## src/rtl/pipe_pkg.sv

```systemverilog
// Shared definitions for the inter-stage pipeline registers: occupancy
// states and the control-bundle bit layout each stage instance agrees on.
package pipe_pkg;

    // Occupancy states; the encoding doubles as the held-entry count.
    typedef enum logic [1:0] {
        EMPTY = 2'd0,
        ONE   = 2'd1,
        FULL  = 2'd2
    } pipe_state_t;

    // ID/EX control bundle layout
    localparam int EX_REGDST    = 0;
    localparam int EX_ALUSRC    = 1;
    localparam int EX_ALUOP_LO  = 2;
    localparam int EX_ALUOP_HI  = 3;
    localparam int EX_MEMREAD   = 4;
    localparam int EX_MEMWRITE  = 5;

    // EX/MEM control bundle layout
    localparam int M_MEMREAD    = 3;
    localparam int M_MEMWRITE   = 4;
    localparam int M_BRANCH     = 5;

    // MEM/WB control bundle layout (also the low bits of EX/MEM)
    localparam int WB_REGWRITE  = 0;
    localparam int WB_MEMTOREG  = 1;
    localparam int WB_HILOTOREG = 2;

    // Number of held entries for a given occupancy state.
    function automatic logic [1:0] state_count(input pipe_state_t s);
        return logic'(s == FULL) ? 2'd2 : ((s == ONE) ? 2'd1 : 2'd0);
    endfunction

endpackage

```

## src/rtl/pipe_slot.sv

```systemverilog
// One storage entry of a pipeline register: a data bundle and a control
// bundle. Clearing only zeroes the control bundle so the entry becomes a
// bubble while its data stays visible.
module pipe_slot
    import pipe_pkg::*;
#(
    parameter int DATA_W = 32,
    parameter int CTRL_W = 6
) (
    input  logic              clk,
    input  logic              rst_n,
    input  logic              load,
    input  logic              clear,
    input  logic [DATA_W-1:0] d_in,
    input  logic [CTRL_W-1:0] c_in,
    output logic [DATA_W-1:0] d_out,
    output logic [CTRL_W-1:0] c_out
);

    // Entry storage: clear beats load, reset zeroes both bundles.
    always_ff @(posedge clk or negedge rst_n) begin
        if (!rst_n) begin
            d_out <= '0;
            c_out <= '0;
        end else if (clear) begin
            c_out <= '0;
        end else if (load) begin
            d_out <= d_in;
            c_out <= c_in;
        end
    end

endmodule

```

## src/rtl/pipe_stage_reg.sv

```systemverilog
// Configurable inter-stage pipeline register with valid/ready handshake,
// optional two-entry skid buffer, synchronous flush and occupancy count.
//
// Handshake: an entry is accepted when InValid & InReady are both high at a
// capture edge and popped when OutValid & OutReady are both high at a capture
// edge. InValid/InData/InCtrl must be held until accepted; OutValid never
// drops without a pop, a flush or reset.
module pipe_stage_reg
    import pipe_pkg::*;
#(
    parameter int DATA_W  = 32,
    parameter int CTRL_W  = 6,
    parameter int SKID    = 1,
    parameter int NEGEDGE = 1
) (
    input  logic              Clk,
    input  logic              Rst_n,
    input  logic              Flush,
    input  logic              InValid,
    output logic              InReady,
    input  logic [DATA_W-1:0] InData,
    input  logic [CTRL_W-1:0] InCtrl,
    output logic              OutValid,
    input  logic              OutReady,
    output logic [DATA_W-1:0] OutData,
    output logic [CTRL_W-1:0] OutCtrl,
    output logic [1:0]        Count
);

    logic              cap_clk;
    pipe_state_t       state;
    pipe_state_t       next_state;
    logic              out_valid_q;
    logic              in_ready_q;
    logic              accept;
    logic              pop;
    logic              head_load;
    logic              head_from_skid;
    logic              head_clear;
    logic              skid_load;
    logic [DATA_W-1:0] head_d_in;
    logic [CTRL_W-1:0] head_c_in;
    logic [DATA_W-1:0] skid_data;
    logic [CTRL_W-1:0] skid_ctrl;

    // Every register in the block runs off this one capture clock.
    generate
        if (NEGEDGE != 0) begin : g_negedge
            assign cap_clk = ~Clk;
        end else begin : g_posedge
            assign cap_clk = Clk;
        end
    endgenerate

    // Skid mode has a registered ready; single-entry mode lets a pop free the
    // slot in the same cycle.
    assign InReady  = (SKID != 0) ? in_ready_q : (!out_valid_q || OutReady);
    assign OutValid = out_valid_q;
    assign Count    = state_count(state);

    assign accept = InValid && InReady;
    assign pop    = out_valid_q && OutReady;

    // Next-state and slot enable decode; flush overrides every other event.
    always_comb begin
        next_state     = state;
        head_load      = 1'b0;
        head_from_skid = 1'b0;
        head_clear     = 1'b0;
        skid_load      = 1'b0;
        if (Flush) begin
            next_state = EMPTY;
            head_clear = 1'b1;
        end else begin
            case (state)
                EMPTY: begin
                    if (accept) begin
                        head_load  = 1'b1;
                        next_state = ONE;
                    end
                end
                ONE: begin
                    if (accept && pop) begin
                        head_load = 1'b1;
                    end else if (accept) begin
                        // Only reachable with a skid entry present.
                        if (SKID != 0) begin
                            skid_load  = 1'b1;
                            next_state = FULL;
                        end
                    end else if (pop) begin
                        head_clear = 1'b1;
                        next_state = EMPTY;
                    end
                end
                FULL: begin
                    if (pop) begin
                        head_load      = 1'b1;
                        head_from_skid = 1'b1;
                        next_state     = ONE;
                    end
                end
                default: begin
                    next_state = EMPTY;
                    head_clear = 1'b1;
                end
            endcase
        end
    end

    // Occupancy FSM with registered OutValid and skid-mode InReady.
    always_ff @(posedge cap_clk or negedge Rst_n) begin
        if (!Rst_n) begin
            state       <= EMPTY;
            out_valid_q <= 1'b0;
            in_ready_q  <= 1'b1;
        end else begin
            state       <= next_state;
            out_valid_q <= (next_state != EMPTY);
            in_ready_q  <= (next_state != FULL);
        end
    end

    // Head refills from the skid entry when draining FULL, else from input.
    assign head_d_in = head_from_skid ? skid_data : InData;
    assign head_c_in = head_from_skid ? skid_ctrl : InCtrl;

    pipe_slot #(
        .DATA_W (DATA_W),
        .CTRL_W (CTRL_W)
    ) u_head (
        .clk   (cap_clk),
        .rst_n (Rst_n),
        .load  (head_load),
        .clear (head_clear),
        .d_in  (head_d_in),
        .c_in  (head_c_in),
        .d_out (OutData),
        .c_out (OutCtrl)
    );

    // Second entry exists only in skid mode.
    generate
        if (SKID != 0) begin : g_skid
            pipe_slot #(
                .DATA_W (DATA_W),
                .CTRL_W (CTRL_W)
            ) u_skid (
                .clk   (cap_clk),
                .rst_n (Rst_n),
                .load  (skid_load),
                .clear (1'b0),
                .d_in  (InData),
                .c_in  (InCtrl),
                .d_out (skid_data),
                .c_out (skid_ctrl)
            );
        end else begin : g_no_skid
            logic unused_skid_load;
            assign unused_skid_load = skid_load;
            assign skid_data        = '0;
            assign skid_ctrl        = '0;
        end
    endgenerate

endmodule
```

## config.mk

```make
export PLATFORM = sky130hd
export DESIGN_NAME = pipe_stage_reg
export DESIGN_NICKNAME = d
export VERILOG_FILES = /design/src/rtl/pipe_pkg.sv /design/src/rtl/pipe_slot.sv /design/src/rtl/pipe_stage_reg.sv
export SDC_FILE = /design/constraint.sdc
export NUM_CORES = 1
export LEC_CHECK = 0
export ABC_AREA = 0
export ABC_CLOCK_PERIOD_IN_PS = 2300
export CORE_MARGIN = 2
export CORE_UTILIZATION = 51
export DETAILED_ROUTE_END_ITERATION = 16
export PLACE_DENSITY = 0.91
export SLEW_MARGIN = 15
export SYNTH_ARGS = -nofsm -noshare
export SYNTH_HDL_FRONTEND = slang
export SYNTH_HIERARCHICAL = 1
export SYNTH_SLANG_ARGS = --single-unit
```

## constraint.sdc

```tcl
create_clock -name Clk -period 2.3 [get_ports Clk]
set_input_delay 0.46 -clock Clk [delete_from_list [all_inputs] [get_ports Clk]]
set_output_delay 0.46 -clock Clk [all_outputs]
set_load 0.05 [all_outputs]
```

==> Word level (Yosys, flattened, before mapping) <==
Index checks and enable logic that the tools add are counted.
{ "word_totals": {"reg_bits": 80, "in_bits": 43, "out_inout_bits": 42, "wordCells": 46} }
{ "op_classes": {"eq_ne": 3, "n_mux": 27, "bitwise": 1, "n_reduce_logical": 8} }
{ "ops": {"columns": ["op", "count"], "rows": [
  ["32-bit 2-to-1 mux", 1],
  ["6-bit 2-to-1 mux", 3],
  ["2-bit 2-to-1 mux", 7],
  ["1-bit 2-to-1 mux", 13],
  ["2-bit one-hot mux with 3 select lines", 1],
  ["2-bit nonzero test", 2],
  ["1-bit logical AND", 3],
  ["1-bit one-hot mux with 3 select lines", 1],
  ["2-bit by 1-bit equality test with 1-bit output, second input constant", 1],
  ["2-bit equality test, second input constant", 1],
  ["2-bit zero test", 1],
  ["2-bit inequality test, second input constant", 1],
  ["1-bit one-hot mux with 2 select lines", 1],
  ["2-bit AND reduction", 1],
  ["2-bit OR reduction", 1],
  ["1-bit inverter", 1]
]} }

==> Logic depth before layout (Yosys ltp) <==
Gate-level depths: netlist of run 1.
{ "logic_depth": {"depth_word": 8, "depth_mapped": 8, "mapped_depth_nobuf": 5} }

==> Modules after synthesis <==
The synthesis of run 1 kept the hierarchy.
{ "by_module_without_submodules": {"columns": ["module", "n_inst", "cells_each", "area_each_um2", "seq_area_each_um2"], "rows": [
  ["pipe_slot", 2, 88, 1602.8, 950.9],
  ["pipe_stage_reg", 1, 69, 815.8, 101.3]
]} }

==> results of run 1 <==
[sequential cells by signal (all words and copies together) (netlist names)]
signal / count
InReady: 1
g_skid.u_skid/d_out: 32
u_head/c_out: 6
state: 2
u_head/d_out: 32
g_skid.u_skid/c_out: 6
OutValid: 1
[layout by cell type, fill, tap and decap left out, types with 2 or more instances in the layout]
master	n
conb_1	7
clkdlybuf4s50_1	38
buf_12	54
nand2_4	2
buf_4	57
nor2b_4	3
mux2_4	86
inv_6	2
dfrtp_1	75
mux2_2	16
buf_8	5
inv_4	3
inv_1	78
a21oi_2	2
mux2i_1	11
dfrtn_1	3
buf_6	10
buf_16	2
clkbuf_8	9
nor2_1	12
[final cells by class]
type | count | area (um2) | share of cell area, %
timing repair buffer | 166 | 2130 | 32.1
sequential | 80 | 2000 | 30.2
multi-input combinational | 155 | 1920 | 28.8
clock inverter | 84 | 340 | 5.12
tap | 102 | 128 | 1.92
clock buffer | 9 | 124 | 1.86
[metal layers]
metal	global-route usage, %	part of all wire, %	vias up
met5	0	0	-
met4	11.4	1.6	0
met3	8.46	4.2	16
met2	52.5	54	115
met1	33.1	40	1505
li1	-	-	1356
[worst max-delay path: stages, from the launching register on]
cell,delay [ns]
dfrtn_1,0.46
and2b_2,0.26
buf_12,0.15
[logic make-up after synthesis]
group                  share of synthesized area (%)
DFF                                             49.8
buffers and inverters                           5.76
and+or+nand+nor                                 3.58
muxes                                           39.0
other                                         0.0933
AOI/OAI and AO/OA                               1.74
[where the power goes]
part / switching, mW / internal (mW) / leakage, nW
Clock: 1.05 / 0.585 / 0.509
Combinational: 1.21 / 1.68 / 1.83
Sequential: 0.393 / 1.82 / 0.996
[per-stage QoR]
stage | area (um2) | utilization [%]
after floorplan | 4080 | -
after global placement | 5570 | 72.5
after detailed placement | 5570 | 72.5
after CTS | 6650 | 86.5
after global routing | 6650 | 86.4
final | 6650 | 86.4
[worst max-delay path by stage]
| stage | endpoint | startpoint | cells past startpoint |
|---|---|---|---|
| after floorplan | u_head/d_out[0]$_DFFE_PN0P_ | InValid | 8 |
| after global placement | u_head/d_out[31]$_DFFE_PN0P_ | OutReady | 7 |
| after detailed placement | g_skid.u_skid/d_out[31]$_DFFE_PN0P_ | OutReady | 7 |
| after CTS | Count[0] | state[1]$_DFF_NN0_ | 2 |
| after global routing | Count[0] | state[1]$_DFF_NN0_ | 2 |
| final | Count[0] | state[1]$_DFF_NN0_ | 2 |
[what timing repair did]
item                                    CTS  global route
pin swaps                                 9             8
endpoints found under the setup margin  122           118
cloned                                    7             0
buffers inserted                         40            19
hold buffers                              0             0
resized for setup                        49            23
==> metrics.md, run 1 <==
| Metric | Value |
|---|---|
| Port-buffer cells | 84 |
| Reg-to-reg setup timing slack | -0.03 ns |
| Final hold vios | 0 |
| Dominant cell type by area after synthesis | dfrtp_1 |
| Height of the chip | 92.8 um |
| Total DRC errors in the routed layout | 0 |
| Number of antenna-violating nets in the routed design | 0 |
| Largest voltage drop on the vdd net | 0.750 mV |
| Biggest area contributors in the synthesized netlist | dfrtp_1, mux2_4, mux2_2 |
| Hold Path Sink | g_skid.u_skid/d_out[4]$_DFFE_PN0P_ |
| Critical hold path startpoint | g_skid.u_skid/d_out[4]$_DFFE_PN0P_ |
| CP Launch Type | flop |
| Most numerous cell in the Yosys netlist | mux2_4 |
| Half-perimeter wire length after detailed placement | 5880 um |
| Endpoints failing setup | 113 |
| Number of DRC markers in iteration 0 | 79 |
| Pwr per Cell Area | 1010 nW/um2 |
| Die Footprint | 8610 um2 |
| Violations in the final reports | negative setup slack |
| Cell depth of the worst hold path | 1 |
| Count of maximum capacitance violations | 0 |
| Accumulated negative setup slack | -37.15 ns |
| Site Rows | 32 |
| Final estimated routing congestion in global placement | 0.818 |
| Worst endpoint required time | 1.84 ns |
| Synth cell types | 29 |
| Total track usage | 29.4% |
| CTS Buffer Depth | 2 |
| Seq/Total Area, Yosys | 49.8% |
| Placeable core region | 7690 um2 |
| Worst Hold Class | reg -> reg |
| Clock slew seen by the registers of the worst setup and hold paths | 0.07 ns |
| Post-Place Worst Slack | -1.33 ns |
| Synthesized instance count | 245 |
| Hold slack | 0.518 ns |
| Area share of the largest cell type after synthesis | 47.3% |
| Diode count | 0 |
| Via-per-instance ratio | 5.02 |
| Number of filler cells placed in the layout | 348 |
| Crit path capture type | primary output |
| Number of levels the H-tree was split into | 3 |
| Worst clock skew | 0.102 ns |
| Synthesis Warnings | 6 |
| Final number of max-transition violations | 0 |
| Total via count in the routed design | 2,992 |
| Horiz. Die Dim | 92.8 um |
| Setup repair after global routing missed its margin | true |
| Final worst setup slack | -0.513 ns |
| Highest net fanout along the worst path | 3 |
| Most used flip-flop cell after synthesis | dfrtp_1 |
| Syn Area/Cell | 16.4 um2 |
| Clk sink count | 80 |
| Effective utilization at floorplan | 52.3% |
| Worst r2r src | state[0]$_DFF_NN0_ |
| Largest net degree at the start of global routing | 29 |
| Final total power | 6.74 mW |
| Status | finished with violations |
| Total instance count after detailed placement | 452 |
| Fin nets | 532 |
| Vias in the first global route | 3,630 |
| Worst reg-to-reg path cell count | 11 |
| Root buffer selected by CTS | clkbuf_8 |
| Count of TritonRoute iterations in the first routing pass | 4 |
| Num ports | 85 |
| Number of flip-flops and latches in the synthesized netlist | 80 |
| CTS tree | built |
| Async SR Flop Fraction | 100% |
| Global-route wire length before repair | 18,900 um |
| Layout Cells excl Fill | 596 |
| Signed area change from the synthesized netlist to the final layout | 65.2% |
| Kind of critical path | reg -> out |
| Data arrival time at the worst-slack endpoint | 2.35 ns |
| Number of flops mapped to enable cells by yosys | 0 |
| Syn Std Cell Area | 4020 um2 |
| Static leakage power | 3.33 nW |
| Top cells by instance count after synthesis | mux2_4, dfrtp_1, mux2_2 |
| Total Routed Length | 12,100 um |
| Drt wl/cell | 20.3 um |
| Overflow left after global routing | 0 |
| Number of antenna violations at the first check in global routing | 0 |
| Worst reg2reg endpoint | u_head/d_out[24]$_DFFE_PN0P_ |
| Cts bufs inserted | 9 |
| Clk_lat worst skew | 0.44 ns |
| Ratio of cells with drive above 1 in the final layout | 53.2% |
No activity file was read; power rests on OpenSTA's default activity.
==> inputs of run 2 (changes only) <==
--- a/config.mk
+++ b/config.mk
@@ -7,7 +7,6 @@
 export LEC_CHECK = 0
 export ABC_AREA = 0
 export ABC_CLOCK_PERIOD_IN_PS = 2300
-export CORE_MARGIN = 2
 export CORE_UTILIZATION = 51
 export DETAILED_ROUTE_END_ITERATION = 16
 export PLACE_DENSITY = 0.91
==> metrics.md, run 2 (synthesized netlist as in run 1, its figures left out) <==
| Metric | Value |
|---|---|
| Status | finished with violations (unchanged) |
| Violations in the final reports | negative setup slack (unchanged) |
| Number of hold buffers added after CTS | 0 (unchanged) |
| Ratio of cells with drive above 1 in the final layout | 52.6% (was 53.2%) |
| Setup repair after global routing missed its margin | true (unchanged) |
| Largest net degree at the start of global routing | 26 (was 29) |
| Number of levels the H-tree was split into | 3 (unchanged) |
| Post-Place Worst Slack | -1.33 ns (about the same) |
| Count of maximum capacitance violations | 0 (unchanged) |
| Total instance count after detailed placement | 445 (was 452) |
| Half-perimeter wire length after detailed placement | 5840 um (was 5880 um) |
| Cell with the biggest individual delay on the critical path | dfrtn_1 (unchanged) |
| Total track usage | 29.2% (was 29.4%) |
| Height of the chip | 90.8 um (was 92.8 um) |
| Clk_lat worst skew | 0.45 ns (was 0.44 ns) |
| Diode count | 0 (unchanged) |
| Multi-input gate area | 1950 um2 (was 1920 um2) |
| CP Launch Type | flop (unchanged) |
| Total DRC errors in the routed layout | 0 (unchanged) |
| Number of antenna-violating nets in the routed design | 0 (unchanged) |
| Final estimated routing congestion in global placement | 0.763 (was 0.818) |
| Delay-heaviest family, CP | flip-flops (unchanged) |
| Clock slew seen by the registers of the worst setup and hold paths | 0.06 ns (was 0.07 ns) |
| CTS Buffer Depth | 2 (unchanged) |
| Largest voltage drop on the vdd net | 0.890 mV (was 0.750 mV) |
| Commonest cells after routing, fill and taps aside | mux2_4, inv_1, dfrtp_1 (unchanged) |
| Layout Cells excl Fill | 591 (was 596) |
| Highest net fanout along the worst path | 3 (unchanged) |
| Crit path capture type | primary output (unchanged) |
| CTS tree | built (unchanged) |
| Num ports | 85 (unchanged) |
| Worst clock skew | 0.103 ns (was 0.102 ns) |
| Pwr per Cell Area | 1000 nW/um2 (was 1010 nW/um2) |
| Number of antenna violations at the first check in global routing | 0 (unchanged) |
| Total via count in the routed design | 2,973 (was 2,992) |
| Horiz. Die Dim | 90.8 um (was 92.8 um) |
| Sequential cell area in the final layout | 2000 um2 (about the same) |
| Site Rows | 32 (unchanged) |
| Placeable core region | 7690 um2 (unchanged) |
| Most common cell after layout, fill and taps aside | mux2_4 (unchanged) |
| Static leakage power | 3.34 nW (was 3.33 nW) |
| Signed area change from the synthesized netlist to the final layout | 67.0% (was 65.2%) |
| Die Footprint | 8240 um2 (was 8610 um2) |
| Final hold vios | 0 (unchanged) |
| Overflow left after global routing | 0 (unchanged) |
| Via-per-instance ratio | 5.03 (was 5.02) |
| Count of TritonRoute iterations in the first routing pass | 4 (unchanged) |
| Final total power | 6.74 mW (about the same) |
| Final worst setup slack | -0.523 ns (was -0.513 ns) |
| Final number of max-transition violations | 0 (unchanged) |
| Worst endpoint required time | 1.84 ns (about the same) |
| Data arrival time at the worst-slack endpoint | 2.36 ns (was 2.35 ns) |
| Crit path buf inv count | 1 (unchanged) |
| Fin nets | 527 (was 532) |
| Kind of critical path | reg -> out (unchanged) |
| Effective utilization at floorplan | 52.3% (unchanged) |
| CP max stage delay | 0.45 ns (was 0.46 ns) |
| Worst Hold Class | reg -> reg (unchanged) |
| Total Routed Length | 12,000 um (was 12,100 um) |
| Number of DRC markers in iteration 0 | 107 (was 79) |
| Hold slack | 0.510 ns (was 0.518 ns) |
| Root buffer selected by CTS | clkbuf_8 (unchanged) |
| Number of filler cells placed in the layout | 340 (was 348) |
| Endpoints failing setup | 112 (was 113) |
| Crit-path cells | and2b_2 > buf_12 (unchanged) |
| Drt wl/cell | 20.3 um (about the same) |
| Cts bufs inserted | 9 (unchanged) |
| Final Core Density | 87.4% (was 86.4%) |
| Global-route wire length before repair | 18,200 um (was 18,900 um) |
| Clk sink count | 80 (unchanged) |
| Vias in the first global route | 3,535 (was 3,630) |
| Port-buffer cells | 84 (unchanged) |
| Largest registers | g_skid.u_skid/d_out (32), u_head/d_out (32) (unchanged) |
-- run 2: cell count changes in the layout (fill, tap and decap cells not counted), sizes merged --
cell      delta
clkinv       +2
buf          -6
clkbuf       +1
clkinvlp     +3
bufinv       +1
inv          -6
-- run 2: per-layer routing --
metal	GRT usage, %	share of wire [%]
met5	0	0
met4	15.2	3.3
met3	7.07	3.2
met2	51.8	54
met1	32.2	39
-- run 2: area by class of cell --
class                           instances  area share (%)
Clock buffer                            9            1.84
Timing Repair Buffer                  161            32.0
Multi-Input combinational cell        155            29.1
Tap cell                              102            1.90
Sequential cell                        80            29.8
Clock inverter                         84            5.37
-- run 2: path summary, 6_finish.rpt --
check                                                    startpoint                                   to  slack [ns]  depth (start not counted)
worst max-delay path                             state[1]$_DFF_NN0_                             Count[0]       -0.52                          2
worst min-delay path            g_skid.u_skid/d_out[17]$_DFFE_PN0P_  g_skid.u_skid/d_out[17]$_DFFE_PN0P_        0.51                          1
worst max register to register                    InReady$_DFF_NN1_         u_head/d_out[11]$_DFFE_PN0P_       -0.02                          9
worst min register to register  g_skid.u_skid/d_out[17]$_DFFE_PN0P_  g_skid.u_skid/d_out[17]$_DFFE_PN0P_        0.51                          1
max in group asynchronous                                     Rst_n         u_head/d_out[11]$_DFFE_PN0P_        0.78                          2
min in group asynchronous                                     Rst_n                   OutValid$_DFF_NN0_        1.03                          1
-- run 2: report_power, final --
part,total (mW),internal [mW],switching [mW]
logic,2.83,1.65,1.19
clock network,1.70,0.679,1.02
registers,2.21,1.82,0.383
-- run 2: what timing repair did --
action                                  4_1_cts  5_1_grt
gates resized for setup                      63       17
cloned                                        9        1
endpoints found under the setup margin      122      118
pin swaps                                     8        6
buffers inserted                             33       20
-- run 2: metrics by stage --
stage	setup TNS, ns	cell area (um2)
2_1_floorplan	-49.16	4080
3_3_place_gp	-92.94	5510
3_5_place_dp	-97.46	5510
4_1_cts	-36.36	6630
5_1_grt	-41.12	6720
6_report	-37.67	6720
